**src/rtl/counter_ctrl_pkg.sv**
```systemverilog
// Shared types and constants for the counter_ctrl block: FSM state encoding,
// direction codes and the owner-index width helper.
package counter_ctrl_pkg;

  typedef enum logic [1:0] {
    IDLE = 2'd0,
    RUN  = 2'd1,
    DONE = 2'd2
  } state_e;

  localparam logic DIR_UP = 1'b1;
  localparam logic DIR_DN = 1'b0;

  // The owner index is at least one bit wide even for a single requester.
  function automatic int owner_w(input int nreq);
    return (nreq > 1) ? $clog2(nreq) : 1;
  endfunction

endpackage

```
**src/rtl/counter_ctrl_if.sv**
```systemverilog
// Requester-side bundle of counter_ctrl: per-requester command handshake plus
// the shared counter status seen by all requesters.
interface counter_ctrl_if #(
  parameter int WIDTH = 3,
  parameter int LEN_W = 4,
  parameter int NREQ  = 2
);
  import counter_ctrl_pkg::*;

  localparam int OWN_W = owner_w(NREQ);

  // Handshake: requester i holds req_valid[i] with stable req_dir[i] and
  // req_len[i*LEN_W +: LEN_W] until the edge where req_ready[i] is also high;
  // that edge takes the command. req_ready is one-hot and only set in IDLE.
  logic [NREQ-1:0]       req_valid;
  logic [NREQ-1:0]       req_dir;
  logic [NREQ*LEN_W-1:0] req_len;
  logic [NREQ-1:0]       req_ready;
  logic                  clr;
  logic [WIDTH-1:0]      count;
  logic                  busy;
  logic [OWN_W-1:0]      owner;
  logic                  done;

  modport master (
    output req_valid, req_dir, req_len, clr,
    input  req_ready, count, busy, owner, done
  );

  modport slave (
    input  req_valid, req_dir, req_len, clr,
    output req_ready, count, busy, owner, done
  );

endinterface

```
**src/rtl/counter_ctrl_updown_counter.sv**
```systemverilog
// Up/down counter datapath owned by counter_ctrl. Wraps modulo 2^WIDTH by
// default; defining COUNTER_CTRL_SAT_EN makes it saturate at 0 and 2^WIDTH-1.
module updown_counter
  import counter_ctrl_pkg::*;
#(
  parameter int WIDTH = 3
) (
  input  logic             clk,
  input  logic             rst_n,
  input  logic             en,
  input  logic             dir,
  input  logic             clr,
  output logic [WIDTH-1:0] count
);

  localparam logic [WIDTH-1:0] CNT_MAX = {WIDTH{1'b1}};
  localparam logic [WIDTH-1:0] CNT_ONE = WIDTH'(1);

  logic [WIDTH-1:0] count_q;
  logic [WIDTH-1:0] count_d;

  // clr wins over a step on the same edge.
  always_comb begin
    count_d = count_q;
    if (clr) begin
      count_d = '0;
    end else if (en) begin
      if (dir == DIR_UP) begin
`ifdef COUNTER_CTRL_SAT_EN
        count_d = (count_q == CNT_MAX) ? count_q : count_q + CNT_ONE;
`else
        count_d = count_q + CNT_ONE;
`endif
      end else begin
`ifdef COUNTER_CTRL_SAT_EN
        count_d = (count_q == '0) ? count_q : count_q - CNT_ONE;
`else
        count_d = count_q - CNT_ONE;
`endif
      end
    end
  end

  always_ff @(posedge clk or negedge rst_n) begin
    if (!rst_n) begin
      count_q <= '0;
    end else begin
      count_q <= count_d;
    end
  end

  assign count = count_q;

endmodule

```
**src/rtl/counter_ctrl.sv**
```systemverilog
// Round-robin controller sharing one up/down counter between NREQ requesters.
// Build option: COUNTER_CTRL_SAT_EN selects saturating instead of wrapping counts.
module counter_ctrl
  import counter_ctrl_pkg::*;
#(
  parameter int WIDTH = 3,
  parameter int LEN_W = 4,
  parameter int NREQ  = 2
) (
  input  logic           clk,
  input  logic           rst_n,
  counter_ctrl_if.slave  bus,
  output state_e         dbg_state
);

  localparam int OWN_W = owner_w(NREQ);
  localparam logic [OWN_W-1:0] LAST_RST = OWN_W'(NREQ - 1);
  localparam logic [LEN_W-1:0] LEN_ONE  = LEN_W'(1);

  state_e            state_q, state_d;
  logic              dir_q, dir_d;
  logic [LEN_W-1:0]  rem_q, rem_d;
  logic [OWN_W-1:0]  owner_q, owner_d;
  logic [OWN_W-1:0]  last_q, last_d;

  logic              found;
  logic [OWN_W-1:0]  winner;
  logic              dir_sel;
  logic [LEN_W-1:0]  len_sel;
  logic [NREQ-1:0]   ready;
  logic              step_en;
  logic              done;
  logic [WIDTH-1:0]  count_w;

  // Search starts one past the last grant and wraps, so every requester that
  // stays valid is served within NREQ grants.
  always_comb begin : arb
    int idx;
    logic [OWN_W-1:0] idx_o;
    found  = 1'b0;
    winner = '0;
    idx    = 0;
    idx_o  = '0;
    for (int k = 1; k <= NREQ; k++) begin
      idx = int'(last_q) + k;
      if (idx >= NREQ) begin
        idx = idx - NREQ;
      end
      idx_o = OWN_W'(idx);
      if (!found && bus.req_valid[idx_o]) begin
        found  = 1'b1;
        winner = idx_o;
      end
    end
  end

  always_comb begin : field_mux
    dir_sel = DIR_DN;
    len_sel = '0;
    for (int i = 0; i < NREQ; i++) begin
      if (winner == OWN_W'(i)) begin
        dir_sel = bus.req_dir[i];
        len_sel = bus.req_len[i*LEN_W +: LEN_W];
      end
    end
  end

  always_comb begin : fsm_next
    state_d = state_q;
    dir_d   = dir_q;
    rem_d   = rem_q;
    owner_d = owner_q;
    last_d  = last_q;
    ready   = '0;
    step_en = 1'b0;
    done    = 1'b0;
    unique case (state_q)
      IDLE: begin
        if (found) begin
          ready[winner] = 1'b1;
          dir_d   = dir_sel;
          rem_d   = len_sel;
          owner_d = winner;
          last_d  = winner;
          state_d = (len_sel != '0) ? RUN : DONE;
        end
      end
      RUN: begin
        // remaining still counts down when clr overrides the step, so done
        // timing depends only on the accepted length.
        step_en = 1'b1;
        rem_d   = rem_q - LEN_ONE;
        if (rem_q == LEN_ONE) begin
          state_d = DONE;
        end
      end
      DONE: begin
        done    = 1'b1;
        state_d = IDLE;
      end
      default: begin
        state_d = IDLE;
      end
    endcase
  end

  always_ff @(posedge clk or negedge rst_n) begin
    if (!rst_n) begin
      state_q <= IDLE;
      dir_q   <= DIR_DN;
      rem_q   <= '0;
      owner_q <= '0;
      last_q  <= LAST_RST;
    end else begin
      state_q <= state_d;
      dir_q   <= dir_d;
      rem_q   <= rem_d;
      owner_q <= owner_d;
      last_q  <= last_d;
    end
  end

  updown_counter #(
    .WIDTH (WIDTH)
  ) u_counter (
    .clk   (clk),
    .rst_n (rst_n),
    .en    (step_en),
    .dir   (dir_q),
    .clr   (bus.clr),
    .count (count_w)
  );

  assign bus.req_ready = ready;
  assign bus.count     = count_w;
  assign bus.busy      = (state_q != IDLE);
  assign bus.owner     = owner_q;
  assign bus.done      = done;
  assign dbg_state     = state_q;

`ifndef SYNTHESIS
  a_ready_onehot: assert property (@(posedge clk) disable iff (!rst_n)
    $onehot0(ready));
  a_run_rem: assert property (@(posedge clk) disable iff (!rst_n)
    (state_q == RUN) |-> (rem_q != '0));
  a_ready_idle: assert property (@(posedge clk) disable iff (!rst_n)
    (state_q != IDLE) |-> (ready == '0));
`endif

endmodule

```
**src/flat_wrapper.sv**
```systemverilog
// flat-port wrapper written by rule: the top's interface ports become plain ports
module counter_ctrl_flat import counter_ctrl_pkg::*;
#(
  parameter int WIDTH = 3,
  parameter int LEN_W = 4,
  parameter int NREQ  = 2
)
  (clk, rst_n, dbg_state, bus_req_valid, bus_req_dir, bus_req_len, bus_clr, bus_req_ready, bus_count, bus_busy, bus_owner, bus_done);
  counter_ctrl_if #(.WIDTH(WIDTH), .LEN_W(LEN_W), .NREQ(NREQ)) bus_i ();
  input  logic clk;
  input  logic rst_n;
  output state_e dbg_state;
  input wire logic [$bits(bus_i.req_valid)-1:0] bus_req_valid;
  input wire logic [$bits(bus_i.req_dir)-1:0] bus_req_dir;
  input wire logic [$bits(bus_i.req_len)-1:0] bus_req_len;
  input wire logic [$bits(bus_i.clr)-1:0] bus_clr;
  output wire logic [$bits(bus_i.req_ready)-1:0] bus_req_ready;
  output wire logic [$bits(bus_i.count)-1:0] bus_count;
  output wire logic [$bits(bus_i.busy)-1:0] bus_busy;
  output wire logic [$bits(bus_i.owner)-1:0] bus_owner;
  output wire logic [$bits(bus_i.done)-1:0] bus_done;
  assign bus_i.req_valid = bus_req_valid;
  assign bus_i.req_dir = bus_req_dir;
  assign bus_i.req_len = bus_req_len;
  assign bus_i.clr = bus_clr;
  assign bus_req_ready = bus_i.req_ready;
  assign bus_count = bus_i.count;
  assign bus_busy = bus_i.busy;
  assign bus_owner = bus_i.owner;
  assign bus_done = bus_i.done;
  counter_ctrl #(.WIDTH(WIDTH), .LEN_W(LEN_W), .NREQ(NREQ)) u_core (.clk(clk), .rst_n(rst_n), .bus(bus_i), .dbg_state(dbg_state));
endmodule
```
**config.mk**
```make
export PLATFORM = sky130hd
export DESIGN_NAME = counter_ctrl_flat
export DESIGN_NICKNAME = d
export VERILOG_FILES = /design/src/rtl/counter_ctrl_pkg.sv /design/src/rtl/counter_ctrl_if.sv /design/src/rtl/counter_ctrl_updown_counter.sv /design/src/rtl/counter_ctrl.sv /design/src/flat_wrapper.sv
export SDC_FILE = /design/constraint.sdc
export NUM_CORES = 1
export LEC_CHECK = 0
export CORE_UTILIZATION = 40
export DETAILED_ROUTE_END_ITERATION = 10
export MAX_ROUTING_LAYER = met4
export PLACE_DENSITY = 0.72
export SYNTH_ARGS = -nofsm -noshare
export SYNTH_HDL_FRONTEND = slang
export SYNTH_HIERARCHICAL = 1
export SYNTH_SLANG_ARGS = --single-unit
```
**constraint.sdc**
```tcl
create_clock -name clk -period 3.66 [get_ports clk]
set_input_delay 0.549 -clock clk [delete_from_list [all_inputs] [get_ports clk]]
set_output_delay 0.549 -clock clk [all_outputs]
set_load 0.02 [all_outputs]
```
==> results_tabular.tex, run 1 <==
\begin{tabular}{lr}
\hline
Metric & Value \\
\hline
\multicolumn{2}{l}{\textbf{Worst setup path}} \\
CP bufs+invs & 2 \\
Dominant cell type by count on the critical path & sky130\_fd\_sc\_hd\_\_clkdlybuf4s50\_1 \\
Cell class contributing the biggest share of worst-path delay & buffers and inverters \\
Worst flop-to-flop path startpoint & u\_core/dbg\_state[0] \\
CP Launch Point & bus\_req\_valid[1] \\
Element type at the critical path end & output port \\
CP max stage cell & sky130\_fd\_sc\_hd\_\_clkdlybuf4s50\_1 \\
Cell chain of the critical path & clkdlybuf4s50\_1 > a21boi\_4 > and2\_1 > clkdlybuf4s50\_1 \\
CP Data Required Time & 3110 ps \\
Data arrival time of the critical path & 2320 ps \\
CP max FO & 10 \\
Crit Path Class & in -> out \\
Startpoint class of the critical path & primary input \\
Largest stage delay on the critical path & 610 ps \\
\multicolumn{2}{l}{\textbf{Global routing}} \\
Via count of the first global-routing pass & 639 \\
Global routing's busiest layer & met2 \\
Met1 capacity usage during global routing & 25.70\% \\
GR met3 Demand/Resource & 2.449\% \\
First-pass GRT wire length & 2815 um \\
GRT Total Usage & 20.38\% \\
Largest net degree at the start of global routing & 13 \\
Met2 track demand over resource in global routing & 31.76\% \\
Initial antenna violation count & 0 \\
Grt ovf & 0 \\
\multicolumn{2}{l}{\textbf{STA}} \\
Fin crit share & 78.31\% \\
Sum of negative setup slack & 0 ps \\
Layout Skew & 13.02 ps \\
Final count of negative-setup-slack endpoints & 0 \\
Max Freq & 348.9 MHz \\
Max-Slew Margin vs Limit & 62.05\% \\
Worst slack on hold paths & 493.1 ps \\
Unrepaired setup endpoints after global routing & false \\
Clock period minus final worst setup slack & 2866 ps \\
Slew at the pin closest to its max-slew limit & 567.4 ps \\
Final hold vios & 0 \\
Number of pins with negative max-slew slack in the final report & 0 \\
\multicolumn{2}{l}{\textbf{Hold path}} \\
Critical hold path startpoint & u\_core/bus.owner \\
Worst min-delay path class & reg -> reg \\
\multicolumn{2}{l}{\textbf{Power}} \\
Net load switching power & 0.0003441 W \\
Leakage power & 0.4329 nW \\
Internal portion of total power & 0.0004734 W \\
Proportion of power drawn by combinational gates & 53.0\% \\
Largest vdd supply drop & 0.4065 mV \\
Clk network pwr share & 13.5\% \\
Power per cell area & 790.0 nW/um\^{}2 \\
Fraction of power consumed by sequential logic & 33.5\% \\
Switching part of the total & 42.09\% \\
\multicolumn{2}{l}{\textbf{CTS}} \\
H-tree lvl count & 1 \\
Buffer cell driving the clock tree root & sky130\_fd\_sc\_hd\_\_clkbuf\_4 \\
CTS hold repair buffers & 0 \\
Setup Fix Bufs, Post-CTS & 0 \\
Deepest clock path buffer count & 2 \\
Number of buffers inserted during clock tree synthesis & 3 \\
Sink Count & 12 \\
Later-pin clock latency in the skew report & 280 ps \\
CTS tree & yes \\
Clock transition at the registers of the reported paths & 90 ps \\
Number of gates given a new drive strength after cts & 0 \\
\multicolumn{2}{l}{\textbf{Detailed routing}} \\
TritonRoute pass-1 iters & 4 \\
DR vias & 666 \\
Total DRC errors in the routed layout & 0 \\
Routed length per instance & 13.73 um \\
Average via count per standard cell & 5.203 \\
Number of routed nets with antenna violations & 0 \\
Drt initial violations & 19 \\
Total detailed-routing wirelength & 1758 um \\
\multicolumn{2}{l}{\textbf{Logic synthesis}} \\
EDFF count, synth & 0 \\
Most frequent cells after synthesis & 11 x sky130\_fd\_sc\_hd\_\_dfrtp\_1, 9 x sky130\_fd\_sc\_hd\_\_nor2\_1, 7 x sky130\_fd\_sc\_hd\_\_inv\_1 \\
Most used flip-flop cell after synthesis & sky130\_fd\_sc\_hd\_\_dfrtp\_1 \\
Cell with the most instances after synthesis & sky130\_fd\_sc\_hd\_\_dfrtp\_1 \\
Average cell area after synthesis & 9.693 um\^{}2 \\
Largest area contributor in the netlist & sky130\_fd\_sc\_hd\_\_dfrtp\_1 \\
Seq/Total Area, Yosys & 41.48\% \\
Cells taking the most area after synthesis & sky130\_fd\_sc\_hd\_\_dfrtp\_1 38\%, sky130\_fd\_sc\_hd\_\_nor2\_1 4.6\%, sky130\_fd\_sc\_hd\_\_mux2i\_1 4.1\% \\
Yosys top cell area share & 37.87\% \\
Synthesis-stage register bit count & 12 \\
Unique masters post-synth & 36 \\
Ys async rst share & 100.0\% \\
Cell area after synthesis & 726.9 um\^{}2 \\
Number of cells produced by synthesis & 75 \\
Count of yosys warnings during synthesis & 6 \\
Net count after synthesis & 93 \\
\multicolumn{2}{l}{\textbf{Floorplanning}} \\
Die outline width & 44.63 um \\
Vert. Die Dim & 44.63 um \\
Initial cell density of the core & 42.56\% \\
Rows & 15 \\
Area of the core & 1708 um\^{}2 \\
DIE AREA & 1992 um\^{}2 \\
Count of boundary I/O pins & 25 \\
\multicolumn{2}{l}{\textbf{Layout}} \\
Ant. Diodes & 0 \\
Area of combinational cells with multiple inputs & 399.1 um\^{}2 \\
Area used by sequential logic in the layout & 301.5 um\^{}2 \\
Synth-to-Final Area Change & 42.34\% \\
Fraction of layout cells with a size suffix above 1 & 8.738\% \\
\# fillers & 152 \\
Final nets & 122 \\
\multicolumn{2}{l}{\textbf{Place}} \\
Detailed-placement wirelength estimate & 1260 um \\
Placer's final routability congestion estimate & 0.8082 \\
Port buffer count & 24 \\
\multicolumn{2}{l}{\textbf{Status}} \\
Status & completed \\
\multicolumn{2}{l}{\textbf{Flow run}} \\
Max cap viols & 0 \\
\hline
\end{tabular}
layout make-up:
cell class,count,share of cell area [%]
sequential,12,29.14
multi-input combinational,56,38.57
inverter,7,2.539
tap,25,3.023
clock buffer,4,3.507
timing repair buffer,24,23.22
registers in the layout (all words and copies together) (netlist names):
signal                  flops
u_core/u_counter/count      3
u_core/last_q               1
u_core/bus.owner            1
u_core/rem_q                4
u_core/dir_q                1
u_core/dbg_state            2
routing by layer:
| layer | routed length [um] | up-vias |
|---|---|---|
| met5 | 0 | - |
| met4 | 14 | 0 |
| met3 | 44 | 2 |
| met2 | 902 | 16 |
| met1 | 796 | 324 |
| li1 | - | 324 |
path summary, 6_finish.rpt:
check	to	slack, ps	cells after the start
setup / recovery	bus_req_ready[1]	790	4
min in group asynchronous	u_core/rem_q[2]	620	1
setup reg to reg	u_core/rem_q[2]	2210	4
hold reg to reg	u_core/bus.owner	490	1
hold / removal	u_core/bus.owner	490	1
max in group asynchronous	u_core/u_counter/count[2]	2650	1
stage by stage:
stage / instances / setup slack [ps] / area (um^2) / util, % / power, W
after global placement: 124 / 842.8 / 998.5 / 58.46 / 0.0006873
after detailed placement: 124 / 814.9 / 998.5 / 58.46 / 0.0007046
after CTS: 128 / 802.1 / 1035 / 60.59 / 0.0008185
final: 128 / 794.0 / 1035 / 60.59 / 0.0008175
after floorplan: 75 / 1887 / 726.9 / - / 0.0005398
after global routing: 128 / 718.3 / 1035 / 60.59 / 0.0008763
cells by family after synthesis:
family                   synth area share (%)
adder cells (fa/ha/maj)                 6.196
XOR/XNOR                                2.410
AND/OR/NAND/NOR                         18.07
multiplexers                            7.229
buffers and inverters                   3.615
flip-flops                              41.48
AO/OA/AOI/OAI                           21.00
cells in the final DEF, fill, tap and decap left out, types with 2 or more instances in the layout:
master,instances
sky130_fd_sc_hd__clkdlybuf4s50_1,24
sky130_fd_sc_hd__dfrtp_1,11
sky130_fd_sc_hd__nor2_1,9
sky130_fd_sc_hd__inv_1,7
sky130_fd_sc_hd__nand2_1,4
sky130_fd_sc_hd__clkbuf_4,3
sky130_fd_sc_hd__nand2b_1,3
sky130_fd_sc_hd__mux2i_1,3
sky130_fd_sc_hd__o21ai_0,3
sky130_fd_sc_hd__nor2b_1,2
sky130_fd_sc_hd__nor3_1,2
sky130_fd_sc_hd__mux2_2,2
sky130_fd_sc_hd__a21oi_1,2
sky130_fd_sc_hd__o221ai_1,2
sky130_fd_sc_hd__ha_1,2
power by group through the flow:
stage          clock, W  combinational [W]  sequential, W
2_1_floorplan         0           0.000250       0.000290
3_3_place_gp          0           0.000415       0.000272
3_5_place_dp          0           0.000428       0.000276
4_1_cts        0.000112           0.000432       0.000274
5_1_grt        0.000117           0.000475       0.000284
6_report       0.000110           0.000434       0.000274
Note: power is estimated with default switching activity, not from simulation.
==> run 2, diff against run 1 <==
Clock period 3.66 ns to 2.92 ns, I/O delays scaled along.
==> run 2 against run 1 <==
Net effect:
- first-iteration DRC count did not move
- count of clock-buffer cells in the layout did not move
- combinational power rose by 22%
- worst hold slack got worse by 10 ps
- flip-flop and latch count did not move
- global-route usage fell by 0.67 points
- non-clock buffer count rose by 1
- worst setup slack got worse by 380 ps
==> results_tabular.tex, run 2 (same netlist as run 1, synthesis figures left out) <==
\begin{tabular}{lr}
\hline
Metric & Value \\
\hline
\multicolumn{2}{l}{\textbf{Global routing}} \\
Initial antenna violation count & 0 \\
First-pass GRT wire length & 2766 um \\
Via count of the first global-routing pass & 652 \\
Grt ovf & 0 \\
GRT Total Usage & 19.72\% \\
Largest net degree at the start of global routing & 13 \\
\multicolumn{2}{l}{\textbf{CTS}} \\
Later-pin clock latency in the skew report & 270 ps \\
Number of gates given a new drive strength after cts & 0 \\
Setup Fix Bufs, Post-CTS & 0 \\
Buffer cell driving the clock tree root & sky130\_fd\_sc\_hd\_\_clkbuf\_4 \\
Deepest clock path buffer count & 2 \\
Sink Count & 12 \\
Number of buffers inserted during clock tree synthesis & 3 \\
CTS tree & yes \\
Clock transition at the registers of the reported paths & 80 ps \\
H-tree lvl count & 1 \\
CTS hold repair buffers & 0 \\
\multicolumn{2}{l}{\textbf{Detailed routing}} \\
Total DRC errors in the routed layout & 0 \\
Routed length per instance & 12.27 um \\
Average via count per standard cell & 4.977 \\
Number of routed nets with antenna violations & 0 \\
TritonRoute pass-1 iters & 4 \\
Total detailed-routing wirelength & 1583 um \\
DR vias & 642 \\
Drt initial violations & 19 \\
\multicolumn{2}{l}{\textbf{Layout}} \\
Fraction of layout cells with a size suffix above 1 & 9.615\% \\
Register name with the most flops & u\_core/rem\_q \\
\# fillers & 144 \\
Most frequent cells in the layout & 24 x sky130\_fd\_sc\_hd\_\_clkdlybuf4s50\_1, 11 x sky130\_fd\_sc\_hd\_\_dfrtp\_1, 9 x sky130\_fd\_sc\_hd\_\_nor2\_1 \\
Synth-to-Final Area Change & 43.37\% \\
Final nets & 123 \\
Flip-flop count of the largest register after layout & 4 \\
Leading cell type in the layout, fill and taps excluded & sky130\_fd\_sc\_hd\_\_clkdlybuf4s50\_1 \\
Ant. Diodes & 0 \\
\multicolumn{2}{l}{\textbf{Place}} \\
Post-placement worst setup slack & 432.1 ps \\
Detailed-placement wirelength estimate & 1193 um \\
Port buffer count & 24 \\
Placer's final routability congestion estimate & 0.8055 \\
\multicolumn{2}{l}{\textbf{Floorplanning}} \\
Initial cell density of the core & 42.56\% \\
Area of the core & 1708 um\^{}2 \\
Rows & 15 \\
Count of boundary I/O pins & 25 \\
Die outline width & 44.63 um \\
Vert. Die Dim & 44.63 um \\
DIE AREA & 1992 um\^{}2 \\
\multicolumn{2}{l}{\textbf{Power}} \\
Leakage power & 0.4379 nW \\
Power per cell area & 959.8 nW/um\^{}2 \\
Largest vdd supply drop & 0.5380 mV \\
\multicolumn{2}{l}{\textbf{Hold path}} \\
Worst min-delay path class & reg -> reg \\
Critical hold path startpoint & u\_core/bus.owner \\
\multicolumn{2}{l}{\textbf{STA}} \\
Slew at the pin closest to its max-slew limit & 560.2 ps \\
Max-Slew Margin vs Limit & 62.53\% \\
Max Freq & 399.1 MHz \\
Final count of negative-setup-slack endpoints & 0 \\
Unrepaired setup endpoints after global routing & false \\
Final hold vios & 0 \\
Fin crit share & 85.80\% \\
Clock period minus final worst setup slack & 2505 ps \\
Final setup margin & 414.6 ps \\
Layout Skew & 2.590 ps \\
Number of pins with negative max-slew slack in the final report & 0 \\
Sum of negative setup slack & 0 ps \\
\multicolumn{2}{l}{\textbf{Worst setup path}} \\
Worst flop-to-flop path startpoint & u\_core/dbg\_state[0] \\
Crit Path Class & in -> out \\
CP Launch Point & bus\_req\_valid[1] \\
Flop-to-flop setup slack & 1440 ps \\
Element type at the critical path end & output port \\
CP max FO & 6 \\
Startpoint class of the critical path & primary input \\
Data arrival time of the critical path & 2070 ps \\
CP Data Required Time & 2480 ps \\
\multicolumn{2}{l}{\textbf{Status}} \\
Status & completed \\
\multicolumn{2}{l}{\textbf{Flow run}} \\
Max cap viols & 0 \\
\hline
\end{tabular}
==> run 2: changes by cell type in the layout (fill, tap and decap cells not counted) <==
cell                    previous run  this run
sky130_fd_sc_hd__buf_4             0         1
==> run 2: path summary, 6_finish.rpt <==
kind | end | depth (start not counted)
max | bus_req_ready[1] | 4
min | u_core/bus.owner | 1
max reg2reg | u_core/rem_q[2] | 4
min reg2reg | u_core/bus.owner | 1
max in group asynchronous | u_core/last_q | 1
min in group asynchronous | u_core/rem_q[3] | 1
==> run 2: routing by layer <==
layer  vias up  routed length (um)  track usage [%]
met5         -                   0                -
li1        329                   -                -
met2         8                 797            30.00
met4         0                  14            10.30
met3         2                  30            3.673
met1       303                 740            24.81
==> run 2: through the flow <==
step                       power, W  instances  cell area [um^2]  hold slack, ps  utilization, %
after floorplan           0.0006766         75             726.9           142.4               -
after global placement    0.0008640        125              1006           476.4           58.90
after detailed placement  0.0008767        125              1006           469.5           58.90
after CTS                  0.001014        129              1042           493.5           61.03
after global routing       0.001090        129              1042           508.0           61.03
final                      0.001000        129              1042           483.1           61.03
==> run 2: final cells by class <==
class	instances	area (um^2)	area share (%)
clock buffers	4	36.28	3.481
inverters	7	26.28	2.521
well taps	25	31.28	3.001
flip-flops and latches	12	301.5	28.93
repair buffers	25	247.7	23.77
multi-input cells	56	399.1	38.30
==> run 2: where the power goes <==
part	total [W]	internal, W	switching [W]	leakage (nW)
Sequential	0.000341	0.000249	0.0000921	0.147
Clock	0.000132	0.0000757	0.0000561	0.0210
Combinational	0.000528	0.000269	0.000259	0.270
Total	0.00100	0.000594	0.000407	0.438
==> run 2: critical path: stages <==
cell,delay (ps)
sky130_fd_sc_hd__clkdlybuf4s50_1,600
sky130_fd_sc_hd__a21boi_4,260
sky130_fd_sc_hd__and2_1,170
sky130_fd_sc_hd__clkdlybuf4s50_1,610
==> run 3, diff against run 2 <==
Settings changed: SLEW_MARGIN set to 0.
Clock period 2.92 ns to 2.4 ns, I/O delays scaled along.
==> run 3 against run 2 <==
Net effect:
- largest cell class unchanged
- largest power group unchanged
- critical path depth fell by 1
- sequential share of layout area fell by 0.81 points
- worst hold slack got worse by 49 ps
==> results_tabular.tex, run 3 (same netlist as run 1, synthesis figures left out) <==
\begin{tabular}{lr}
\hline
Metric & Value \\
\hline
\multicolumn{2}{l}{\textbf{Floorplanning}} \\
Initial cell density of the core & 42.56\% \\
Rows & 15 \\
Die outline width & 44.63 um \\
DIE AREA & 1992 um\^{}2 \\
Area of the core & 1708 um\^{}2 \\
Vert. Die Dim & 44.63 um \\
Count of boundary I/O pins & 25 \\
\multicolumn{2}{l}{\textbf{Detailed routing}} \\
Total detailed-routing wirelength & 1751 um \\
Total DRC errors in the routed layout & 0 \\
TritonRoute pass-1 iters & 4 \\
Drt initial violations & 8 \\
Average via count per standard cell & 5.068 \\
Number of routed nets with antenna violations & 0 \\
DR vias & 674 \\
Routed length per instance & 13.17 um \\
\multicolumn{2}{l}{\textbf{Place}} \\
Port buffer count & 24 \\
Placer's final routability congestion estimate & 0.8492 \\
Area post-placement & 1036 um\^{}2 \\
Detailed-placement wirelength estimate & 1375 um \\
\multicolumn{2}{l}{\textbf{Power}} \\
Largest vdd supply drop & 0.6776 mV \\
Fraction of power consumed by sequential logic & 31.5\% \\
Switching part of the total & 40.95\% \\
Power per cell area & 1178 nW/um\^{}2 \\
Clk network pwr share & 12.8\% \\
Leakage power & 0.4568 nW \\
Internal portion of total power & 0.0007457 W \\
Proportion of power drawn by combinational gates & 55.7\% \\
Net load switching power & 0.0005172 W \\
\multicolumn{2}{l}{\textbf{STA}} \\
Worst slack on hold paths & 434.5 ps \\
Number of pins with negative max-slew slack in the final report & 0 \\
Unrepaired setup endpoints after global routing & false \\
Layout Skew & 6.634 ps \\
Max Freq & 445.2 MHz \\
Final count of negative-setup-slack endpoints & 0 \\
Max-Slew Margin vs Limit & 63.54\% \\
Final hold vios & 0 \\
Slew at the pin closest to its max-slew limit & 545.2 ps \\
Clock period minus final worst setup slack & 2246 ps \\
Fin crit share & 93.59\% \\
Sum of negative setup slack & 0 ps \\
\multicolumn{2}{l}{\textbf{Worst setup path}} \\
Worst flop-to-flop path startpoint & u\_core/dbg\_state[1] \\
CP max FO & 9 \\
Element type at the critical path end & output port \\
Endpoint of the worst register-to-register path & u\_core/rem\_q[2] \\
Cell chain of the critical path & nor2\_1 > and2\_1 > clkdlybuf4s50\_1 \\
Crit Path Class & reg -> out \\
FF-to-FF path depth & 5 \\
Cell class contributing the biggest share of worst-path delay & buffers and inverters \\
Startpoint class of the critical path & flop \\
Flop-to-flop setup slack & 900 ps \\
Data arrival time of the critical path & 1890 ps \\
CP max stage cell & sky130\_fd\_sc\_hd\_\_clkdlybuf4s50\_1 \\
CP Data Required Time & 2040 ps \\
Largest stage delay on the critical path & 620 ps \\
CP bufs+invs & 1 \\
\multicolumn{2}{l}{\textbf{Layout}} \\
Register name with the most flops & u\_core/rem\_q \\
Flip-flop count of the largest register after layout & 4 \\
Synth-to-Final Area Change & 47.50\% \\
Leading cell type in the layout, fill and taps excluded & sky130\_fd\_sc\_hd\_\_clkdlybuf4s50\_1 \\
Ant. Diodes & 0 \\
\# fillers & 146 \\
Most frequent cells in the layout & 24 x sky130\_fd\_sc\_hd\_\_clkdlybuf4s50\_1, 11 x sky130\_fd\_sc\_hd\_\_dfrtp\_1, 9 x sky130\_fd\_sc\_hd\_\_nor2\_1 \\
Post-route cell area & 1072 um\^{}2 \\
Fraction of layout cells with a size suffix above 1 & 12.96\% \\
Final nets & 127 \\
\multicolumn{2}{l}{\textbf{CTS}} \\
Later-pin clock latency in the skew report & 270 ps \\
CTS hold repair buffers & 0 \\
Number of buffers inserted during clock tree synthesis & 3 \\
Clock transition at the registers of the reported paths & 80 ps \\
CTS tree & yes \\
Deepest clock path buffer count & 2 \\
Setup Fix Bufs, Post-CTS & 0 \\
Buffer cell driving the clock tree root & sky130\_fd\_sc\_hd\_\_clkbuf\_4 \\
Number of gates given a new drive strength after cts & 0 \\
H-tree lvl count & 1 \\
Sink Count & 12 \\
\multicolumn{2}{l}{\textbf{Global routing}} \\
GRT Total Usage & 21.02\% \\
Via count of the first global-routing pass & 659 \\
Grt ovf & 0 \\
Initial antenna violation count & 0 \\
First-pass GRT wire length & 2856 um \\
Largest net degree at the start of global routing & 13 \\
\multicolumn{2}{l}{\textbf{Flow run}} \\
Max cap viols & 0 \\
\multicolumn{2}{l}{\textbf{Hold path}} \\
Worst min-delay path class & in -> async \\
\multicolumn{2}{l}{\textbf{Status}} \\
Status & completed \\
\hline
\end{tabular}
-- run 3: cell count changes in the layout (fill, tap and decap cells not counted) --
| cell | previous run | this run |
|---|---|---|
| sky130_fd_sc_hd__buf_4 | 1 | 5 |
-- run 3: stage by stage --
stage | util, % | total power (W) | setup slack (ps) | cells
after global routing | 62.78 | 0.001356 | 28.84 | 133
after CTS | 62.78 | 0.001270 | 132.9 | 133
after detailed placement | 60.66 | 0.001102 | 188.3 | 129
after floorplan | - | 0.0008232 | 815.9 | 75
final | 62.78 | 0.001263 | 153.9 | 133
after global placement | 60.66 | 0.001084 | 226.8 | 129
-- run 3: cell type report --
type,count,area [um^2],share of cell area (%)
sequential,12,301.5,28.12
inverter,7,26.28,2.450
multi-input combinational,56,399.1,37.22
timing repair buffer,29,277.8,25.90
clock buffer,4,36.28,3.384
tap,25,31.28,2.917
-- run 3: routing by layer --
layer / vias to the layer above / GRT usage [%] / routed length, um
li1: 336 / - / -
met1: 322 / 23.51 / 780
met2: 12 / 35.29 / 897
met3: 4 / 6.122 / 44
met4: 0 / 7.879 / 29
met5: - / - / 0
-- run 3: worst max path at each step --
stage	start	endpoint	slack, ps	cells past startpoint
after global routing	u_core/dbg_state[1]	bus_req_ready[0]	30	4
after detailed placement	bus_req_valid[1]	bus_req_ready[1]	190	4
after CTS	u_core/dbg_state[1]	bus_req_ready[1]	130	3
final	u_core/dbg_state[1]	bus_req_ready[1]	150	3
after global placement	bus_req_valid[1]	bus_req_ready[1]	230	4
after floorplan	u_core/dbg_state[0]	bus_req_ready[0]	820	3
-- run 3: power by group through the flow --
stage          sequential [W]  clock [W]  combinational (W)
3_5_place_dp         0.000403          0           0.000699
2_1_floorplan        0.000442          0           0.000381
6_report             0.000398   0.000162           0.000703
3_3_place_gp         0.000397          0           0.000687
4_1_cts              0.000398   0.000167           0.000705
5_1_grt              0.000413   0.000177           0.000767
